<file path="config.mk">
export PLATFORM = sky130hd
export DESIGN_NAME = mp_bcast_fifo_flat
export DESIGN_NICKNAME = d
export VERILOG_FILES = /design/src/rtl/mp_bcast_fifo_if.sv /design/src/rtl/mp_bcast_fifo.sv /design/src/flat_wrapper.sv
export SDC_FILE = /design/constraint.sdc
export NUM_CORES = 1
export LEC_CHECK = 0
export BUFFER_PORTS_ARGS = -buffer_cell sky130_fd_sc_hd__clkbuf_2
export CAP_MARGIN = 15
export CORE_MARGIN = 2
export CORE_UTILIZATION = 60
export DETAILED_ROUTE_END_ITERATION = 8
export PLACE_DENSITY = 0.8
export SETUP_SLACK_MARGIN = 0.5
export SYNTH_ARGS = -nofsm -noshare
export SYNTH_HDL_FRONTEND = slang
export SYNTH_SLANG_ARGS = --single-unit
</file>
<file path="constraint.sdc">
create_clock -name clk_i -period 7.5 [get_ports clk_i]
set_input_delay 1.5 -clock clk_i [delete_from_list [all_inputs] [get_ports clk_i]]
set_output_delay 1.5 -clock clk_i [all_outputs]
set_load 0.05 [all_outputs]
</file>
<file path="src/rtl/mp_bcast_fifo_if.sv">
// Bundle of write-side and per-port read-side signals for mp_bcast_fifo.
// The master drives push/pop/enables; the slave (the FIFO) drives status and data.
interface mp_bcast_fifo_if #(
  parameter int NrReadPort = 2,
  parameter int DataWidth  = 32,
  parameter int Depth      = 8
);
  localparam int UsageW = $clog2(Depth + 1);

  logic                                 flush_i;
  logic [DataWidth-1:0]                 data_i;
  logic                                 push_i;
  logic                                 full_o;
  logic                                 almost_full_o;
  logic [UsageW-1:0]                    usage_o;
  logic [NrReadPort-1:0]                port_en_i;
  logic [NrReadPort-1:0]                pop_i;
  logic [NrReadPort-1:0]                empty_o;
  logic [NrReadPort-1:0][DataWidth-1:0] data_o;

  modport master (
    output flush_i, data_i, push_i, port_en_i, pop_i,
    input  full_o, almost_full_o, usage_o, empty_o, data_o
  );

  modport slave (
    input  flush_i, data_i, push_i, port_en_i, pop_i,
    output full_o, almost_full_o, usage_o, empty_o, data_o
  );
endinterface

</file>
<file path="src/rtl/mp_bcast_fifo.sv">
// Broadcast FIFO: one writer, NrReadPort independent readers each seeing every entry.
// Define MP_BCAST_FIFO_FALL_THROUGH_EN to let a push reach an empty enabled port in the same cycle.
module mp_bcast_fifo #(
  parameter int NrReadPort       = 2,
  parameter int DataWidth        = 32,
  parameter int Depth            = 8,
  parameter int AlmostFullThresh = Depth - 1
) (
  input  logic           clk_i,
  input  logic           rst_i,
  mp_bcast_fifo_if.slave bus
);
  localparam int PtrW   = (Depth > 1) ? $clog2(Depth) : 1;
  localparam int UsageW = $clog2(Depth + 1);
`ifdef MP_BCAST_FIFO_FALL_THROUGH_EN
  localparam bit FallThrough = 1'b1;
`else
  localparam bit FallThrough = 1'b0;
`endif

  typedef logic [PtrW-1:0]   ptr_t;
  typedef logic [UsageW-1:0] cnt_t;

  ptr_t                 wp_q, wp_d;
  ptr_t                 rp_q  [NrReadPort];
  ptr_t                 rp_d  [NrReadPort];
  cnt_t                 cnt_q [NrReadPort];
  cnt_t                 cnt_d [NrReadPort];
  logic [DataWidth-1:0] mem_q [Depth];

  cnt_t                                 usage;
  logic                                 push_acc;
  logic [NrReadPort-1:0]                ft;
  logic [NrReadPort-1:0]                pop_acc;
  logic [NrReadPort-1:0]                empty;
  logic [NrReadPort-1:0][DataWidth-1:0] head;

  function automatic ptr_t ptr_inc(ptr_t p);
    return (p == ptr_t'(Depth - 1)) ? '0 : p + ptr_t'(1);
  endfunction

  // Occupancy is governed by the slowest enabled reader; disabled readers are ignored.
  always_comb begin
    usage = '0;
    for (int i = 0; i < NrReadPort; i++) begin
      if (bus.port_en_i[i] && (cnt_q[i] > usage)) usage = cnt_q[i];
    end
  end

  assign bus.usage_o       = usage;
  assign bus.full_o        = (usage == cnt_t'(Depth));
  assign bus.almost_full_o = (int'(usage) >= AlmostFullThresh);
  assign bus.empty_o       = empty;
  assign bus.data_o        = head;

  // NOTE: every variable gets a value on every path through always_comb, so no latch is inferred.
  always_comb begin
    push_acc = bus.push_i && !bus.full_o;
    wp_d     = push_acc ? ptr_inc(wp_q) : wp_q;
    ft       = '0;
    pop_acc  = '0;
    empty    = '0;
    head     = '0;
    for (int i = 0; i < NrReadPort; i++) begin
      ft[i]      = FallThrough && bus.port_en_i[i] && (cnt_q[i] == '0) && push_acc;
      empty[i]   = ((cnt_q[i] == '0) || !bus.port_en_i[i]) && !ft[i];
      head[i]    = ft[i] ? bus.data_i : mem_q[rp_q[i]];
      pop_acc[i] = bus.pop_i[i] && bus.port_en_i[i] && !empty[i];
      if (!bus.port_en_i[i]) begin
        // A disabled port tracks the writer so it re-enters with nothing pending.
        rp_d[i]  = wp_d;
        cnt_d[i] = '0;
      end else begin
        rp_d[i]  = pop_acc[i] ? ptr_inc(rp_q[i]) : rp_q[i];
        cnt_d[i] = cnt_q[i] + cnt_t'(push_acc) - cnt_t'(pop_acc[i]);
      end
    end
    if (bus.flush_i) begin
      wp_d = '0;
      for (int i = 0; i < NrReadPort; i++) begin
        rp_d[i]  = '0;
        cnt_d[i] = '0;
      end
    end
  end

  // NOTE: sequential state uses non-blocking assignments so all flops update together at the edge.
  always_ff @(posedge clk_i) begin
    if (rst_i) begin
      wp_q <= '0;
      for (int i = 0; i < NrReadPort; i++) begin
        rp_q[i]  <= '0;
        cnt_q[i] <= '0;
      end
    end else begin
      wp_q  <= wp_d;
      rp_q  <= rp_d;
      cnt_q <= cnt_d;
    end
  end

  // NOTE: storage is deliberately not reset; the pointers and counts alone define what is valid.
  always_ff @(posedge clk_i) begin
    if (push_acc) mem_q[wp_q] <= bus.data_i;
  end
endmodule
</file>
<file path="src/flat_wrapper.sv">
// flat-port wrapper written by rule: the top's interface ports become plain ports
module mp_bcast_fifo_flat 
#(
  parameter int NrReadPort       = 2,
  parameter int DataWidth        = 32,
  parameter int Depth            = 8,
  parameter int AlmostFullThresh = Depth - 1
)
  (clk_i, rst_i, bus_flush_i, bus_data_i, bus_push_i, bus_port_en_i, bus_pop_i, bus_full_o, bus_almost_full_o, bus_usage_o, bus_empty_o, bus_data_o);
  mp_bcast_fifo_if #(.NrReadPort(NrReadPort), .DataWidth(DataWidth), .Depth(Depth)) bus_i ();
  input  logic clk_i;
  input  logic rst_i;
  input wire logic [$bits(bus_i.flush_i)-1:0] bus_flush_i;
  input wire logic [$bits(bus_i.data_i)-1:0] bus_data_i;
  input wire logic [$bits(bus_i.push_i)-1:0] bus_push_i;
  input wire logic [$bits(bus_i.port_en_i)-1:0] bus_port_en_i;
  input wire logic [$bits(bus_i.pop_i)-1:0] bus_pop_i;
  output wire logic [$bits(bus_i.full_o)-1:0] bus_full_o;
  output wire logic [$bits(bus_i.almost_full_o)-1:0] bus_almost_full_o;
  output wire logic [$bits(bus_i.usage_o)-1:0] bus_usage_o;
  output wire logic [$bits(bus_i.empty_o)-1:0] bus_empty_o;
  output wire logic [$bits(bus_i.data_o)-1:0] bus_data_o;
  assign bus_i.flush_i = bus_flush_i;
  assign bus_i.data_i = bus_data_i;
  assign bus_i.push_i = bus_push_i;
  assign bus_i.port_en_i = bus_port_en_i;
  assign bus_i.pop_i = bus_pop_i;
  assign bus_full_o = bus_i.full_o;
  assign bus_almost_full_o = bus_i.almost_full_o;
  assign bus_usage_o = bus_i.usage_o;
  assign bus_empty_o = bus_i.empty_o;
  assign bus_data_o = bus_i.data_o;
  mp_bcast_fifo #(.NrReadPort(NrReadPort), .DataWidth(DataWidth), .Depth(Depth), .AlmostFullThresh(AlmostFullThresh)) u_core (.clk_i(clk_i), .rst_i(rst_i), .bus(bus_i));
endmodule
</file>
# --- Word level (Yosys, flattened, before mapping) ---
# Memory sizes are Yosys's and may differ from the RTL's. A register that Yosys moved wholly into a read port is not among the register bits.
# Index checks and enable logic that the tools add are counted.
# Widths: inputs -> output; s select.
classes:
  add_sub_neg: 7
  order_cmp: 3
  n_eq_ne: 6
  mux: 16
  bitwise: 2
  n_reduce_logical: 19
ops:
  columns: ["operator", "count"]
  rows:
  - ["$mux 3", 12]
  - ["$add 3x1->3 const B", 3]
  - ["$eq 3x3->1 const B", 3]
  - ["$add 4x1->4", 2]
  - ["$logic_not 4->1", 2]
  - ["$mux 4", 2]
  - ["$sub 4x1->4", 2]
  - ["$logic_and 1x1->1", 7]
  - ["$reduce_or 3->1", 2]
  - ["$logic_not 1->1", 5]
  - ["$eq 4x4->1 const B", 1]
  - ["$ge 4x3->1 const B", 1]
  - ["$gt 4x1->1 const B", 1]
  - ["$gt 4x4->1", 1]
  - ["$ne 2x1->1 const B", 2]
  - ["$logic_or 1x1->1", 2]
  - ["$mux 1", 2]
  - ["$not 1->1", 2]
  - ["$reduce_or 2->1", 1]
word_totals:
  reg_bits: 17
  ramBits: 256
  in_bits: 40
  output_inout_bits: 72
  elab_cells: 59
  memories: 1
memory_table:
  columns: ["memory", "depth", "width", "rd", "rd_clocked_by_memory_dff", "wr", "line", "text"]
  rows:
  - ["u_core.mem_q", 8, 32, 2, 2, 1, "mp_bcast_fifo.sv:29", "logic [DataWidth-1:0] mem_q [Depth];"]

# --- Logic depth before layout (Yosys ltp) ---
# Gate-level depths: netlist of the first run.
depth:
  depth_word: 13
  mapped_depth: 17
  ltp_nobuf: 16

# --- Worst setup path before layout of the first run ---
# OpenSTA, ideal clock, no wires.
synth_path:
  kind: "input-to-reg"
  start: "in bus_port_en_i[0]"
  end: "mem u_core.mem_q[2][0], enable pin"
  setup_ps: 502
  arrival_time_ps: 6008
  required_ps: 6998
  setup_slack_ps: 990
  cell_stages: 8
  path_buffers: 1
  path_cell_list: "clkbuf_1 nand2_1 ha_1 nor2b_1 o31a_1 o2111ai_1 nand3_2 nor4_1"
synth_between:
  elab_chain_cells: 10
synth_rtl:
  columns: ["element", "line", "text"]
  rows:
  - ["start: declaration", "flat_wrapper.sv:16", "input wire logic [$bits(bus_i.port_en_i)-1:0] bus_port_en_i;"]
  - ["$logic_and 1x1->1 (*)", "mp_bcast_fifo.sv:46", "if (bus.port_en_i[i] && (cnt_q[i] > usage)) usage = cnt_q[i];"]
  - ["$mux 4 (*)", "mp_bcast_fifo.sv:46", null]
  - ["$gt 4x4->1", "mp_bcast_fifo.sv:46", null]
  - ["$logic_and 1x1->1", "mp_bcast_fifo.sv:46", null]
  - ["$mux 4 (*)", "mp_bcast_fifo.sv:46", null]
  - ["$eq 4x4->1 (*)", "mp_bcast_fifo.sv:51", "assign bus.full_o = (usage == cnt_t'(Depth));"]
  - ["$logic_not 1->1 (*)", "mp_bcast_fifo.sv:58", "push_acc = bus.push_i && !bus.full_o;"]
  - ["$logic_and 1x1->1 (*)", "mp_bcast_fifo.sv:58", null]
  - ["$mux 1 (*)", "mp_bcast_fifo.sv:104", "if (push_acc) mem_q[wp_q] <= bus.data_i;"]
  - ["$mux 1 (not written as such) (*)", "mp_bcast_fifo.sv:104", null]
  - ["end: declaration", "mp_bcast_fifo.sv:29", null]
# Mark *: on every way between the ends. The rest lies on a longest branch, timed or not.

# --- Worst setup path in the final report of the first run ---
layout_path:
  start: "in bus_port_en_i[0]"
  end: "out bus_full_o"
layout_between:
  elab_chain_cells: 6
layout_rtl:
  columns: ["element", "line", "text"]
  rows:
  - ["$logic_and 1x1->1 (*)", "mp_bcast_fifo.sv:46", null]
  - ["$mux 4 (*)", "mp_bcast_fifo.sv:46", null]
  - ["$gt 4x4->1", "mp_bcast_fifo.sv:46", null]
  - ["$logic_and 1x1->1", "mp_bcast_fifo.sv:46", null]
  - ["$mux 4 (*)", "mp_bcast_fifo.sv:46", null]
  - ["$eq 4x4->1 (*)", "mp_bcast_fifo.sv:51", null]
  - ["end: declaration", "flat_wrapper.sv:18", "output wire logic [$bits(bus_i.full_o)-1:0] bus_full_o;"]
# Marks and branches as above.

==> impl_metrics.json, run 1 <==
{
  "status": "complete, no violations",
  "min_period_ns": 5.43,
  "cts.sink_count": 279,
  "place_hpwl_um": 16000,
  "port_buffers": 111,
  "fillers": 1368,
  "synth_edf_count": 256,
  "grt_pass1_wl_um": 42200,
  "globalplace.congestion": 0.858,
  "clk-insertion-delay-late_ns": 0.53,
  "area_growth_pct": 12.9,
  "antenna_cells": 0,
  "critPathArrivalTime_ns": 3.93,
  "tns_ns": 0,
  "final_common_cell": "edfxtp_1",
  "grt_setup_unrepaired": "no",
  "synth_nets": 735,
  "final_util": 0.683,
  "ant_nets": 0,
  "cts_hold_buf": 0,
  "cts_root_buf": "clkbuf_16",
  "critPathKind": "in -> out",
  "overflow": 0,
  "fin_nets": 838,
  "grt_usage": 0.247,
  "drv_slew": 0,
  "critPathRequiredTime_ns": 6.00,
  "antenna_found_initial": 0,
  "synth_top_area_frac": 0.587,
  "final_cells": 1075,
  "internal_power_mw": 2.59,
  "crit_path_max_fanout": 16,
  "placedCellCount": 1026,
  "fmax_ghz": 0.184,
  "synth_area_leaders": "edfxtp_1 59%, mux4_2 22%, mux2_2 5.6%",
  "power_density_nw_per_um2": 228,
  "cts.htree.levels": 1,
  "worst_pin_slew_ns": 1.11,
  "synth_area_leader_cell": "edfxtp_1",
  "pwr-share-comb": 0.095,
  "clkTransAtPathRegs_ns": 0.06,
  "die_h_um": 152,
  "start_util": 0.605,
  "hold_path_class": "reg -> reg",
  "synthFlopType": "edfxtp_1",
  "pwr-share-seq": 0.515,
  "drive_gt1_frac": 0.470,
  "skew_ns": 0.00771,
  "seq_area_frac_synth": 0.622,
  "slew_headroom": 0.259,
  "critPathCaptureType": "primary output",
  "ys_ff_latch": 279,
  "dr.first_iter.drc_count": 598,
  "synth_cell_types": 52,
  "wl_um": 27800,
  "switchingPower_uw": 782,
  "ys_async_sr_fraction": 0,
  "crit_family": "compound AO/OA/AOI/OAI gates",
  "cpPeakStageDelay_ns": 0.73,
  "postSynthCellCount": 673,
  "crit_path_start_kind": "primary input",
  "setup_viol_count_final": 0,
  "synth_area_um2": 13100,
  "dr.pass1.iters": 5,
  "ctsResizeCount": 0,
  "core_area_um2": 21600,
  "drc": 0,
  "worst_slack_ns": 2.07,
  "wire_per_inst_um": 25.9,
  "hold_viol": 0,
  "fin_crit_sh": 0.723,
  "io_pins": 112,
  "crit_slowest_cell": "o2111ai_1",
  "clkPwrFrac": 0.390,
  "place_ws_ns": 2.05,
  "vdd_drop_max_mv": 0.147,
  "swShare": 0.232,
  "cts_buffers": 27,
  "max_cap_viol_count": 0,
  "cts_tree": "yes",
  "std_cell_rows": 54,
  "path_cells": "clkbuf_2, and2_1, nand2_1, ha_1, o21a_1, o31a_1, o2111ai_1, nand2_1, clkbuf_2",
  "grt_pass1_vias": 7514,
  "num_vias": 7130,
  "power_leakage_nw": 4.86,
  "post_cts_buffers": 0,
  "cp_num_buf_inv": 2,
  "die_area_um2": 23000,
  "grt_max_degree": 65,
  "yosys_warnings": 0,
  "final_cell_mix": "256 x edfxtp_1, 128 x mux4_2, 111 x clkbuf_2",
  "syn_avg_cell_area_um2": 19.5,
  "die_x_um": 152,
  "viasPerCell": 6.63,
  "clock_path_buffers": 3
}
-- kinds of logic (layout without fill, tap and decap cells) --
kind of cell / after synthesis / after routing / synth area share
buffers and inverters: 69 / 191 / 0.0219
multiplexers: 197 / 197 / 0.279
flip-flops: 279 / 279 / 0.622
XOR/XNOR: 4 / 4 / 0.00268
AND/OR/NAND/NOR: 65 / 65 / 0.0294
adder cells (fa/ha/maj): 22 / 22 / 0.0222
AO/OA/AOI/OAI: 37 / 37 / 0.0223
-- worst paths after layout --
kind,startpoint,to,slack [ns],cells after the start
setup / recovery,bus_port_en_i[0],bus_full_o,2.07,9
hold / removal,u_core.wp_q[2]$_SDFF_PP0_,u_core.wp_q[2]$_SDFF_PP0_,0.66,2
setup reg to reg,u_core.cnt_q[6]$_SDFF_PP0_,u_core.mem_q[5][21]$_DFFE_PP_,2.80,12
hold reg to reg,u_core.wp_q[2]$_SDFF_PP0_,u_core.wp_q[2]$_SDFF_PP0_,0.66,2
-- final cells by class --
cell class	instances	area (um^2)	area share
sequential	279	8170	0.553
clock inverter	18	159	0.0108
tap	280	350	0.0237
inverter	23	86.3	0.00584
multi-input combinational	325	4680	0.317
timing repair buffer	120	643	0.0435
clock buffer	30	687	0.0465
-- per-stage QoR --
| step | hold WS [ns] | total power, mW | instance area, um^2 |
|---|---|---|---|
| CTS | 0.641 | 3.38 | 14700 |
| global route | 0.690 | 3.46 | 14800 |
| detailed placement | 0.633 | 2.09 | 13900 |
| floorplan | 0.599 | 2.01 | 13100 |
| finish | 0.656 | 3.37 | 14800 |
| global placement | 0.607 | 2.08 | 13900 |
-- cells in the mapped netlist (2+ instances only) --
library cell / instances
buf_1: 3
inv_1: 22
edfxtp_1: 256
xnor2_1: 2
nand2_1: 7
o21ai_0: 3
buf_2: 16
mux2_2: 65
clkbuf_1: 26
ha_1: 20
and2_1: 3
nand4_1: 3
mux4_2: 128
mux2i_1: 4
nand3_1: 5
and3_1: 6
dfxtp_1: 23
nor2_1: 10
nand3b_1: 2
nor3b_1: 2
o31ai_1: 3
a211o_1: 3
or3b_2: 2
nor3_1: 6
fa_1: 2
or3_1: 4
a21oi_1: 6
a21o_1: 3
nor4_1: 7
o211ai_1: 2
and4_1: 2
a31oi_1: 5
o21a_1: 2
xor2_1: 2
-- worst reg2reg max path: stages, from the launching register on --
cell	delay (ns)
dfxtp_1	0.33
inv_1	0.09
ha_1	0.16
or3b_2	0.46
and2_1	0.21
nand2_1	0.11
ha_1	0.27
o21a_1	0.22
o31a_1	0.14
o2111ai_1	0.73
nand3_2	0.32
inv_2	0.29
and4_2	0.97
-- power groups by stage --
stage | clock network [mW] | logic [mW] | registers (mW)
global route | 1.38 | 0.340 | 1.74
finish | 1.31 | 0.321 | 1.74
floorplan | 0 | 0.248 | 1.76
CTS | 1.33 | 0.322 | 1.74
global placement | 0 | 0.312 | 1.77
detailed placement | 0 | 0.320 | 1.77
-- sequential cells by signal (all words and copies together), names as in the netlist, named ones only --
name,flops
u_core.mem_q,256
u_core.cnt_q,8
u_core.wp_q,3
u_core.rp_q,6
-- routing by layer --
metal,share of wire,GRT usage,up-vias
met5,0,0,-
met4,0.021,0.0690,0
met3,0.071,0.0380,41
met2,0.53,0.439,311
met1,0.38,0.321,3725
li1,-,-,3053
Power figures use the tool's default switching activity.
==> inputs of run 2 (changes only) <==
Clock period 7.5 ns to 5.7 ns, I/O delays scaled along.
==> run 2 against run 1 <==
Final cell count grew 1.1%. First-iteration DRC count down 13%. Non-clock buffer count is 7 higher. Power rose by 35%. Sequential power up 32%. Combinational power up 30%. Clock power grew 40%. Sequential cell count unchanged. Sequential share of layout area shrank 0.43 points. Die area is the same. Largest power group unchanged.
==> impl_metrics.json, run 2 (synthesis results as in run 1) <==
{
  "whs_path_depth": 4,
  "area_growth_pct": 13.8,
  "grt_usage": 0.249,
  "cts_buffers": 28,
  "clock_path_buffers": 3,
  "fin_nets": 846,
  "fin_crit_sh": 0.841,
  "critPathRequiredTime_ns": 4.56,
  "globalplace.congestion": 0.855,
  "die_x_um": 152,
  "die_area_um2": 23000,
  "die_h_um": 152,
  "wl_met3_um": 1860,
  "antenna_found_initial": 1,
  "post_cts_buffers": 0,
  "wl_met2_um": 14800,
  "drv_slew": 0,
  "vdd_drop_max_mv": 0.247,
  "placedCellCount": 1034,
  "wl_um": 28100,
  "grt_pass1_wl_um": 42500,
  "hold_start": "u_core.cnt_q[7]$_SDFF_PP0_",
  "final_cells": 1087,
  "skew_ns": 0.0142,
  "ant_nets": 0,
  "crit_path_max_fanout": 4,
  "clk-insertion-delay-late_ns": 0.54,
  "cts.sink_count": 279,
  "cts_hold_buf": 0,
  "top_register": "u_core.mem_q",
  "critPathCaptureType": "primary output",
  "rr_startpoint": "u_core.cnt_q[6]$_SDFF_PP0_",
  "wire_per_inst_um": 25.8,
  "tns_ns": 0,
  "grt_setup_unrepaired": "no",
  "dr.pass1.iters": 4,
  "viasPerCell": 6.57,
  "worst_r2r_endpoint": "u_core.mem_q[4][14]$_DFFE_PP_",
  "hold_viol": 0,
  "worst_pin_slew_ns": 1.12,
  "final_common_cell": "edfxtp_1",
  "fillers": 1363,
  "critPathArrivalTime_ns": 3.65,
  "cts_tree": "yes",
  "r2r_cells": 14,
  "power_leakage_nw": 4.92,
  "setup_viol_count_final": 0,
  "hold_path_end": "u_core.cnt_q[7]$_SDFF_PP0_",
  "core_area_um2": 21600,
  "clkTransAtPathRegs_ns": 0.06,
  "min_period_ns": 4.79,
  "place_hpwl_um": 16900,
  "crit_path_start_kind": "flop",
  "finalPower_mw": 4.54,
  "overflow": 0,
  "grt_max_degree": 65,
  "num_vias": 7143,
  "fmax_ghz": 0.209,
  "final_cell_mix": "256 x edfxtp_1, 128 x mux4_2, 111 x clkbuf_2",
  "dr.first_iter.drc_count": 521,
  "largest_register_ffs": 256,
  "wl_met1_um": 10800,
  "max_cap_viol_count": 0,
  "status": "complete, no violations",
  "port_buffers": 111,
  "slew_headroom": 0.254,
  "std_cell_rows": 54,
  "ctsResizeCount": 0,
  "ff2ff_setup_slack_ns": 1.59,
  "drc": 0,
  "io_pins": 112,
  "hold_path_class": "reg -> reg",
  "top_layer": "met4",
  "place_area_um2": 14000,
  "power_density_nw_per_um2": 305,
  "start_util": 0.605,
  "critPathKind": "reg -> out",
  "finalInstanceArea_um2": 14900,
  "cts.htree.levels": 1,
  "cts_root_buf": "clkbuf_16",
  "drive_gt1_frac": 0.475,
  "grt_pass1_vias": 7533,
  "biggestRegsByFlops": "u_core.mem_q (256), u_core.cnt_q (8), u_core.rp_q (6)",
  "final_util": 0.689
}
## run 2: cell types whose count changed in the layout (fill, tap and decap cells not counted), sizes merged
cell,previous run,this run
diode,0,2
clkinv,14,8
clkbuf,141,150
buf,9,16
## run 2: worst max-delay path, cell delays in order (launching register included)
cell and delay (ns):
dfxtp_1 0.32, inv_1 0.08, ha_1 0.16, or3b_2 0.46
and2_1 0.21, nand2_1 0.10, ha_1 0.26, o21a_1 0.22
o31a_1 0.14, o211ai_2 0.30, mux2_2 0.39, a31o_2 0.24
clkbuf_2 0.23
## run 2: where the power goes
group / switching, mW / total [mW] / internal (mW)
clock: 0.728 / 1.83 / 1.10
sequential: 0.0306 / 2.29 / 2.26
combinational: 0.268 / 0.418 / 0.150
## run 2: cell type report
| type | count | area (um^2) | share of cell area |
|---|---|---|---|
| Tap cell | 280 | 350 | 0.0235 |
| Clock inverter | 12 | 131 | 0.00882 |
| Antenna cell | 2 | 5.00 | 0.000336 |
| Timing Repair Buffer | 127 | 676 | 0.0454 |
| Clock buffer | 39 | 793 | 0.0533 |
| Multi-Input combinational cell | 325 | 4680 | 0.315 |
| Inverter | 23 | 86.3 | 0.00580 |
| Sequential cell | 279 | 8170 | 0.548 |
## run 2: how the worst max path moves through the flow
| stage | cells past startpoint | to | slack, ns | from |
|---|---|---|---|---|
| floorplan | 8 | u_core.mem_q[2][0]$_DFFE_PP_ | -0.45 | bus_port_en_i[0] |
| detailed placement | 10 | bus_almost_full_o | 1.03 | bus_port_en_i[0] |
| global route | 12 | bus_almost_full_o | 0.78 | u_core.cnt_q[6]$_SDFF_PP0_ |
| global placement | 10 | bus_almost_full_o | 1.13 | bus_port_en_i[0] |
| CTS | 12 | bus_almost_full_o | 0.91 | u_core.cnt_q[6]$_SDFF_PP0_ |
| finish | 12 | bus_almost_full_o | 0.91 | u_core.cnt_q[6]$_SDFF_PP0_ |
## run 2: stage by stage
step / worst slack (ns) / hold WS [ns]
finish: 0.907 / 0.692
detailed placement: 1.03 / 0.653
global route: 0.780 / 0.719
global placement: 1.13 / 0.634
floorplan: -0.450 / 0.599
CTS: 0.907 / 0.668
## run 2: metal layers
| metal | vias up | global-route usage |
|---|---|---|
| li1 | 3072 | - |
| met1 | 3755 | 0.320 |
| met2 | 269 | 0.445 |
| met3 | 47 | 0.0395 |
| met4 | 0 | 0.0713 |
| met5 | - | 0 |
